$ cat src/rtl/fetch_unit_pkg.sv
// Shared types and defaults for the instruction fetch stage.
package fetch_unit_pkg;

   typedef enum logic {
      RUN   = 1'b0,
      FLUSH = 1'b1
   } fetch_state_e;

   localparam logic [31:0] NOP_WORD     = 32'h0000_0013;
   localparam int          DEF_DEPTH    = 4;
   localparam logic [31:0] DEF_RESET_PC = 32'h0000_0000;

endpackage

$ cat src/rtl/fetch_unit_if.sv
// Instruction-memory request/response port plus the decoder-side handshake and redirect.
interface fetch_unit_if #(
   parameter int W = 32
);
   logic          mem_req;
   logic [W-1:0]  mem_addr;
   logic          mem_gnt;
   logic          mem_rvalid;
   logic [31:0]   mem_rdata;
   logic          redirect;
   logic [W-1:0]  redirect_pc;
   logic          inst_valid;
   logic          inst_ready;
   logic [31:0]   instruction;
   logic [W-1:0]  inst_pc;

   modport master (
      output mem_req, mem_addr, inst_valid, instruction, inst_pc,
      input  mem_gnt, mem_rvalid, mem_rdata, redirect, redirect_pc, inst_ready
   );

   modport slave (
      input  mem_req, mem_addr, inst_valid, instruction, inst_pc,
      output mem_gnt, mem_rvalid, mem_rdata, redirect, redirect_pc, inst_ready
   );
endinterface

$ cat src/rtl/fetch_fifo.sv
// In-order prefetch FIFO with wrap-bit pointers and a registered head that holds when empty.
module fetch_fifo #(
   parameter  int DEPTH = 4,
   parameter  int DW    = 64,
   localparam int AW    = $clog2(DEPTH)
) (
   input  logic          clk,
   input  logic          rst,
   input  logic          push,
   input  logic          pop,
   input  logic          flush,
   input  logic [DW-1:0] push_data,
   output logic [AW:0]   count,
   output logic [DW-1:0] head
);

   logic [DW-1:0] mem [DEPTH];
   logic [AW:0]   wr_ptr, rd_ptr, wr_ptr_nxt, rd_ptr_nxt, count_nxt, live;
   logic [DW-1:0] head_nxt;

   assign count = wr_ptr - rd_ptr;

   // The head register looks one step ahead so a freshly pushed word is visible next cycle.
   always_comb begin
      rd_ptr_nxt = rd_ptr + {{AW{1'b0}}, pop};
      wr_ptr_nxt = wr_ptr + {{AW{1'b0}}, push};
      if (flush) begin
         rd_ptr_nxt = '0;
         wr_ptr_nxt = '0;
      end
      count_nxt = wr_ptr_nxt - rd_ptr_nxt;
      live      = count - {{AW{1'b0}}, pop};
      head_nxt  = head;
      if (count_nxt != '0)
         head_nxt = (live == '0) ? push_data : mem[rd_ptr_nxt[AW-1:0]];
   end

   always_ff @(posedge clk or negedge rst) begin
      if (!rst) begin
         wr_ptr <= '0;
         rd_ptr <= '0;
         head   <= '0;
      end else begin
         wr_ptr <= wr_ptr_nxt;
         rd_ptr <= rd_ptr_nxt;
         head   <= head_nxt;
      end
   end

   always_ff @(posedge clk) begin
      if (push && !flush)
         mem[wr_ptr[AW-1:0]] <= push_data;
   end

endmodule

$ cat src/rtl/fetch_unit.sv
// Fetch stage: issues word requests, buffers in-order responses, and flushes stale
// in-flight words after a branch/jump redirect.
module fetch_unit
   import fetch_unit_pkg::*;
#(
   parameter int           W        = 32,
   parameter int           DEPTH    = DEF_DEPTH,
   parameter logic [W-1:0] RESET_PC = W'(DEF_RESET_PC)
) (
   input  logic         clk,
   input  logic         rst,
   fetch_unit_if.master bus
);

   localparam int CW = $clog2(DEPTH) + 1;

   fetch_state_e  state, state_nxt;
   logic          run_en;
   logic [W-1:0]  fetch_pc, resp_pc, target;
   logic [CW-1:0] outstanding, out_nxt, stale, stale_nxt, count;
   logic [CW:0]   occ;
   logic          grant, resp, push, pop;
   logic [W+31:0] head;

   assign target  = bus.redirect_pc & ~W'(3);
   assign grant   = bus.mem_req & bus.mem_gnt;
   assign resp    = bus.mem_rvalid & (outstanding != '0);
   assign push    = resp & (stale == '0) & ~bus.redirect;
   assign pop     = bus.inst_valid & bus.inst_ready & ~bus.redirect;
   assign out_nxt = outstanding + CW'(grant) - CW'(resp);
   assign occ     = {1'b0, count} + {1'b0, outstanding};

   // A redirect marks every request still in flight after this edge as stale,
   // including one granted on the old path in the same cycle.
   always_comb begin
      stale_nxt = stale;
      if (bus.redirect)
         stale_nxt = out_nxt;
      else if (resp && stale != '0)
         stale_nxt = stale - CW'(1);
   end

   always_ff @(posedge clk or negedge rst) begin
      if (!rst) state <= RUN;
      else      state <= state_nxt;
   end

   always_comb begin
      state_nxt = state;
      if (bus.redirect)
         state_nxt = (out_nxt != '0) ? FLUSH : RUN;
      else if (state == FLUSH && stale_nxt == '0)
         state_nxt = RUN;
   end

   always_comb begin
      bus.mem_req = 1'b0;
      if (state == RUN && run_en)
         bus.mem_req = (occ < (CW+1)'(DEPTH));
   end

   // run_en keeps mem_req low while reset is held without a combinational path from rst.
   always_ff @(posedge clk or negedge rst) begin
      if (!rst) begin
         run_en      <= 1'b0;
         fetch_pc    <= RESET_PC;
         resp_pc     <= RESET_PC;
         outstanding <= '0;
         stale       <= '0;
      end else begin
         run_en      <= 1'b1;
         outstanding <= out_nxt;
         stale       <= stale_nxt;
         if (bus.redirect) begin
            fetch_pc <= target;
            resp_pc  <= target;
         end else begin
            if (grant) fetch_pc <= fetch_pc + W'(4);
            if (push)  resp_pc  <= resp_pc + W'(4);
         end
      end
   end

   fetch_fifo #(
      .DEPTH (DEPTH),
      .DW    (W + 32)
   ) u_fifo (
      .clk       (clk),
      .rst       (rst),
      .push      (push),
      .pop       (pop),
      .flush     (bus.redirect),
      .push_data ({bus.mem_rdata, resp_pc}),
      .count     (count),
      .head      (head)
   );

   assign bus.mem_addr    = fetch_pc;
   assign bus.inst_valid  = (count != '0);
   assign bus.instruction = head[W+31:W];
   assign bus.inst_pc     = head[W-1:0];

endmodule
$ cat src/flat_wrapper.sv
// flat-port wrapper written by rule: the top's interface ports become plain ports
module fetch_unit_flat import fetch_unit_pkg::*;
#(
   parameter int           W        = 32,
   parameter int           DEPTH    = DEF_DEPTH,
   parameter logic [W-1:0] RESET_PC = W'(DEF_RESET_PC)
)
  (clk, rst, bus_mem_req, bus_mem_addr, bus_inst_valid, bus_instruction, bus_inst_pc, bus_mem_gnt, bus_mem_rvalid, bus_mem_rdata, bus_redirect, bus_redirect_pc, bus_inst_ready);
  fetch_unit_if #(.W(W)) bus_i ();
  input  logic clk;
  input  logic rst;
  output wire logic [$bits(bus_i.mem_req)-1:0] bus_mem_req;
  output wire logic [$bits(bus_i.mem_addr)-1:0] bus_mem_addr;
  output wire logic [$bits(bus_i.inst_valid)-1:0] bus_inst_valid;
  output wire logic [$bits(bus_i.instruction)-1:0] bus_instruction;
  output wire logic [$bits(bus_i.inst_pc)-1:0] bus_inst_pc;
  input wire logic [$bits(bus_i.mem_gnt)-1:0] bus_mem_gnt;
  input wire logic [$bits(bus_i.mem_rvalid)-1:0] bus_mem_rvalid;
  input wire logic [$bits(bus_i.mem_rdata)-1:0] bus_mem_rdata;
  input wire logic [$bits(bus_i.redirect)-1:0] bus_redirect;
  input wire logic [$bits(bus_i.redirect_pc)-1:0] bus_redirect_pc;
  input wire logic [$bits(bus_i.inst_ready)-1:0] bus_inst_ready;
  assign bus_mem_req = bus_i.mem_req;
  assign bus_mem_addr = bus_i.mem_addr;
  assign bus_inst_valid = bus_i.inst_valid;
  assign bus_instruction = bus_i.instruction;
  assign bus_inst_pc = bus_i.inst_pc;
  assign bus_i.mem_gnt = bus_mem_gnt;
  assign bus_i.mem_rvalid = bus_mem_rvalid;
  assign bus_i.mem_rdata = bus_mem_rdata;
  assign bus_i.redirect = bus_redirect;
  assign bus_i.redirect_pc = bus_redirect_pc;
  assign bus_i.inst_ready = bus_inst_ready;
  fetch_unit #(.W(W), .DEPTH(DEPTH), .RESET_PC(RESET_PC)) u_core (.clk(clk), .rst(rst), .bus(bus_i));
endmodule
$ cat config.mk
export PLATFORM = sky130hd
export DESIGN_NAME = fetch_unit_flat
export DESIGN_NICKNAME = d
export VERILOG_FILES = /design/src/rtl/fetch_unit_pkg.sv /design/src/rtl/fetch_unit_if.sv /design/src/rtl/fetch_fifo.sv /design/src/rtl/fetch_unit.sv /design/src/flat_wrapper.sv
export SDC_FILE = /design/constraint.sdc
export NUM_CORES = 1
export LEC_CHECK = 0
export ABC_CLOCK_PERIOD_IN_PS = 11000
export BUFFER_PORTS_ARGS = -buffer_cell sky130_fd_sc_hd__buf_4
export CORE_UTILIZATION = 55
export DETAILED_ROUTE_END_ITERATION = 7
export PLACE_DENSITY_LB_ADDON = 0.12
export SYNTH_ARGS = -nofsm -noshare
export SYNTH_HDL_FRONTEND = slang
export SYNTH_SLANG_ARGS = --single-unit
$ cat constraint.sdc
create_clock -name clk -period 11 [get_ports clk]
set_input_delay 1.1 -clock clk [delete_from_list [all_inputs] [get_ports clk]]
set_output_delay 1.1 -clock clk [all_outputs]
set_load 0.01 [all_outputs]
==> results.md <==
| Group | Metric | This run |
|---|---|---|
| outcome | Result of the run | complete, no violations |
| route | Number of iterations in the first detailed-routing pass | 5 |
| timing | Worst hold slack | 504 ps |
| floorplanning | Starting density of the core | 0.558 |
| route | Detailed-route wire length | 34900 um |
| timing | Setup repair after global routing missed its margin | no |
| route | Routed via count | 10518 |
| finish | Final nets | 1476 |
| global route | Met2 track demand over resource in global routing | 0.371 |
| critical path | Beginning of the worst register-to-register path | u_core.u_fifo.wr_ptr[0] |
| critical path | Cell with the largest stage delay on the worst path | sky130_fd_sc_hd__and4b_4 |
| timing | Number of failing setup endpoints in the final timing report | 0 |
| finish | Final Util | 0.650 |
| logic synthesis | Cell taking the most area after synthesis | sky130_fd_sc_hd__edfxtp_1 |
| global route | Largest net degree at the start of global routing | 95 |
| placed design | Final GP Congestion | 0.811 |
| critical path | Last element of the critical path | u_core.u_fifo.head[45] |
| placed design | Estimated wirelength of the detail-placed design | 19600 um |
| route | Detailed router's first-iteration violation count | 754 |
| route | DR DRC count | 0 |
| floorplanning | Core Area | 30500 um^2 |
| timing | Clock skew | 13.1 ps |
| floorplanning | Count of pins on the block boundary | 168 |
| critical path | CP startpoint | u_core.u_fifo.wr_ptr[0] |
| floorplanning | Horiz. Die Dim | 178 um |
| pwr | Total power per unit cell area | 225 nW/um^2 |
| pwr | Total power after layout | 4.47 mW |
| critical path | List of cells traversed by the critical path | inv_1 -> ha_1 -> inv_1 -> fa_1 -> xnor3_1 -> or3b_2 -> and3_1 -> ha_4 -> ha_1 -> nor2b_1 -> inv_4 -> ha_1 -> nor2b_1 -> nor3_1 -> and4b_4 -> buf_4 -> mux2_2 |
| timing | Measured slew at the worst slew-check pin | 1050 ps |
| floorplanning | Die area | 31600 um^2 |
| clock tree | H-Tree Level Count | 2 |
| logic synthesis | Avg Inst Size Synth | 13.7 um^2 |
| pwr | Logic gate share of total power | 0.280 |
| pwr | Clock group share of total power | 0.303 |
| timing | Ratio of final minimum period to clock period | 0.478 |
| global route | GR Util met3 | 0.0358 |
| clock tree | Post-CTS Repair Setup Buffers | 0 |
| clock tree | Clock tree root driver cell | sky130_fd_sc_hd__clkbuf_16 |
| logic synthesis | Number of synthesized register bits | 384 |
| critical path | Reg-to-reg critical path endpoint | u_core.u_fifo.head[45] |
| global route | Wire length of the first global-routing pass | 55500 um |
| critical path | Cell repeated most along the worst path | sky130_fd_sc_hd__ha_1 |
| global route | Routing usage on met1 | 0.317 |
| critical path | Slack of the worst reg-to-reg path | 5750 ps |
| critical path | Critical path class | reg -> reg |
| finish | Synth-to-layout area growth | 16.6% |
| critical path | R2R cell count | 17 |
| clock tree | Total of hold buffers inserted after clock tree synthesis | 0 |
| critical path | Critical path required time | 11400 ps |
| finish | Area of all placed cells without fillers | 19800 um^2 |
| critical path | CP endpoint kind | flop |
| timing | Number of hold-slack violations in the final timing report | 0 |
| finish | Share of post-route cells with drive strength above 1 | 0.286 |
| logic synthesis | Count of synthesis-stage warnings from yosys | 0 |
| timing | Minimum setup slack in the final design | 5750 ps |
| route | Detail Route Antenna Nets | 0 |
| logic synthesis | Fraction of registers with async set/reset | 0.354 |
| placed design | Port Buffer Count | 161 |
| critical path | Maximum fanout count along the critical path | 37 |
| critical path | Max stage delay on crit path | 670 ps |
| logic synthesis | Combined area of all synthesized cells | 17000 um^2 |
| logic synthesis | Main flop type after synthesis | sky130_fd_sc_hd__edfxtp_1 |
| timing | Post-Route Setup TNS | 0 ps |
| pwr | IR Drop Worst-Case VDD | 0.140 mV |
| clock tree | Clock transition at path regs | 60 ps |
| pwr | Pint | 3.22 mW |
| logic synthesis | Sequential fraction of the synthesis area | 0.638 |
| clock tree | Deepest clock path buffer count | 3 |
| placed design | Placement Setup Slack | 5690 ps |
| critical path | Launching element type of the critical path | flop |
| timing | Count of pins over their slew limit | 0 |
| pwr | Net Sw Frac | 0.279 |
| route | Post-DR wirelength/cell | 19.2 um |
| pwr | Leakage power of the design | 7.49 nW |
| clock tree | Clock tree from TritonCTS | done |
| route | Drt via density | 5.80 |
| global route | Remaining Overflow, GRT | 0 |
| timing | Time the final worst path needs with I/O delays and setup | 5250 ps |
| clock tree | Inserted Clock Buffers | 40 |
| global route | Number of global-route vias before repair | 10214 |
| hold path | Type of the worst min-delay path | reg -> reg |
| logic synthesis | EDFF count, synth | 248 |
| global route | Number of antenna violations at the first check in global routing | 0 |
| logic synthesis | Most instantiated cells after synthesis | sky130_fd_sc_hd__edfxtp_1, sky130_fd_sc_hd__nand2_1, sky130_fd_sc_hd__dfrtp_1 |
| critical path | Critical Path AT | 5650 ps |
| floorplanning | Die Y | 178 um |
| clock tree | Clock sinks | 384 |
| global route | Most used routing layer in global routing | met2 |
| placed design | Cell Count Post-Placement | 1742 |
| clock tree | Post-cts resize count | 0 |
| pwr | Switching power | 1.25 mW |
| timing | Relative slew slack | 0.297 |
| logic synthesis | Number of cells produced by synthesis | 1246 |
| timing | Max Clock Freq | 190 MHz |
| logic synthesis | Share of the synthesized area in the top cell type | 0.438 |
| global route | GRT Total Usage | 0.226 |
| logic synthesis | Most area-consuming cells after synthesis | sky130_fd_sc_hd__edfxtp_1, sky130_fd_sc_hd__dfrtp_1, sky130_fd_sc_hd__mux2_2, sky130_fd_sc_hd__mux2_4, sky130_fd_sc_hd__nand2_1 |
| pwr | Sequential share of power | 0.417 |
| placed design | Instance area after placement | 18500 um^2 |
| logic synthesis | Top-count cell post-synth | sky130_fd_sc_hd__edfxtp_1 |
| logic synthesis | Yosys cell types | 50 |
| floorplanning | Placement row count | 64 |
| clock tree | Clock network latency to the later pin of the worst-skew pair | 510 ps |
| finish | Final non-filler cell total | 1814 |
| flow run | Max-cap violations | 0 |
| finish | Diode insertion count for antenna repair | 0 |
## worst max-delay path: cells and delay by family (launching register included)
| family | cells | cell delay, ps |
|---|---|---|
| AND/OR/NAND/NOR | 6 | 1810 |
| buffers and inverters | 4 | 1000 |
| XOR/XNOR | 1 | 240 |
| multiplexers | 1 | 400 |
| adder cells (fa/ha/maj) | 5 | 1180 |
| flip-flops | 1 | 440 |
## layout make-up
| class | count | area [um^2] |
|---|---|---|
| Clock buffer | 59 | 1190 |
| Clock inverter | 13 | 144 |
| Fill cell | 2263 | 10700 |
| Inverter | 22 | 85.1 |
| Multi-Input combinational cell | 764 | 5740 |
| Sequential cell | 384 | 10900 |
| Tap cell | 396 | 495 |
| Timing Repair Buffer | 176 | 1330 |
## flip-flops by register name, indices dropped and copies added (netlist names)
register,flops
u_core.outstanding,3
u_core.run_en,1
u_core.stale,3
u_core.u_fifo.head,62
u_core.u_fifo.wr_ptr,3
u_core.bus.mem_addr,30
u_core.u_fifo.mem,248
u_core.resp_pc,30
u_core.u_fifo.rd_ptr,3
u_core.state,1
## per-layer routing
metal	part of all wire	routed length (um)
met1	0.45	15700
met2	0.48	16600
met4	0.017	583
met3	0.055	1900
met5	0	0
## cells by family (layout without fill, tap and decap cells)
family,count (synthesis),in the layout,synth area share
flip-flops,384,384,0.638
AND/OR/NAND/NOR,357,357,0.107
AO/OA/AOI/OAI,189,189,0.0753
multiplexers,154,154,0.115
buffers and inverters,101,270,0.0284
XOR/XNOR,41,41,0.0219
adder cells (fa/ha/maj),18,18,0.0141
other,2,5,0.000441
## worst min-delay path by stage
| stage | from | cells after the start | to | slack (ps) |
|---|---|---|---|---|
| after global routing | u_core.u_fifo.head[61] | 1 | u_core.u_fifo.head[61] | 520 |
| after floorplan | u_core.resp_pc[31] | 0 | u_core.u_fifo.mem[0][31] | 500 |
| after CTS | u_core.u_fifo.head[29] | 1 | u_core.u_fifo.head[29] | 510 |
| after detailed placement | u_core.u_fifo.head[54] | 1 | u_core.u_fifo.head[54] | 490 |
| after global placement | u_core.u_fifo.head[60] | 1 | u_core.u_fifo.head[60] | 490 |
| final | u_core.u_fifo.head[38] | 1 | u_core.u_fifo.head[38] | 500 |
## cell usage in the layout (no fill, tap or decap), types with 19 or more instances in the layout
cell	synthesis	routed
sky130_fd_sc_hd__edfxtp_1	248	248
sky130_fd_sc_hd__buf_4	4	175
sky130_fd_sc_hd__nand2_1	151	151
sky130_fd_sc_hd__dfrtp_1	136	136
sky130_fd_sc_hd__mux2_2	93	93
sky130_fd_sc_hd__a31oi_1	81	81
sky130_fd_sc_hd__nor2b_1	65	65
sky130_fd_sc_hd__a211oi_1	62	62
sky130_fd_sc_hd__mux2_4	60	60
sky130_fd_sc_hd__clkbuf_16	0	42
sky130_fd_sc_hd__xnor2_1	33	33
sky130_fd_sc_hd__nor2_1	25	23
sky130_fd_sc_hd__nand4_1	23	23
sky130_fd_sc_hd__nand3_1	19	19
sky130_fd_sc_hd__inv_1	20	19
## power groups by stage
stage	Clock, mW	Sequential [mW]	Combinational [mW]
6_report	1.35	1.86	1.25
3_5_place_dp	0	1.89	1.27
5_1_grt	1.44	1.89	1.36
3_3_place_gp	0	1.88	1.25
2_1_floorplan	0	1.93	0.830
4_1_cts	1.38	1.86	1.28
Power figures use the tool's default switching activity.
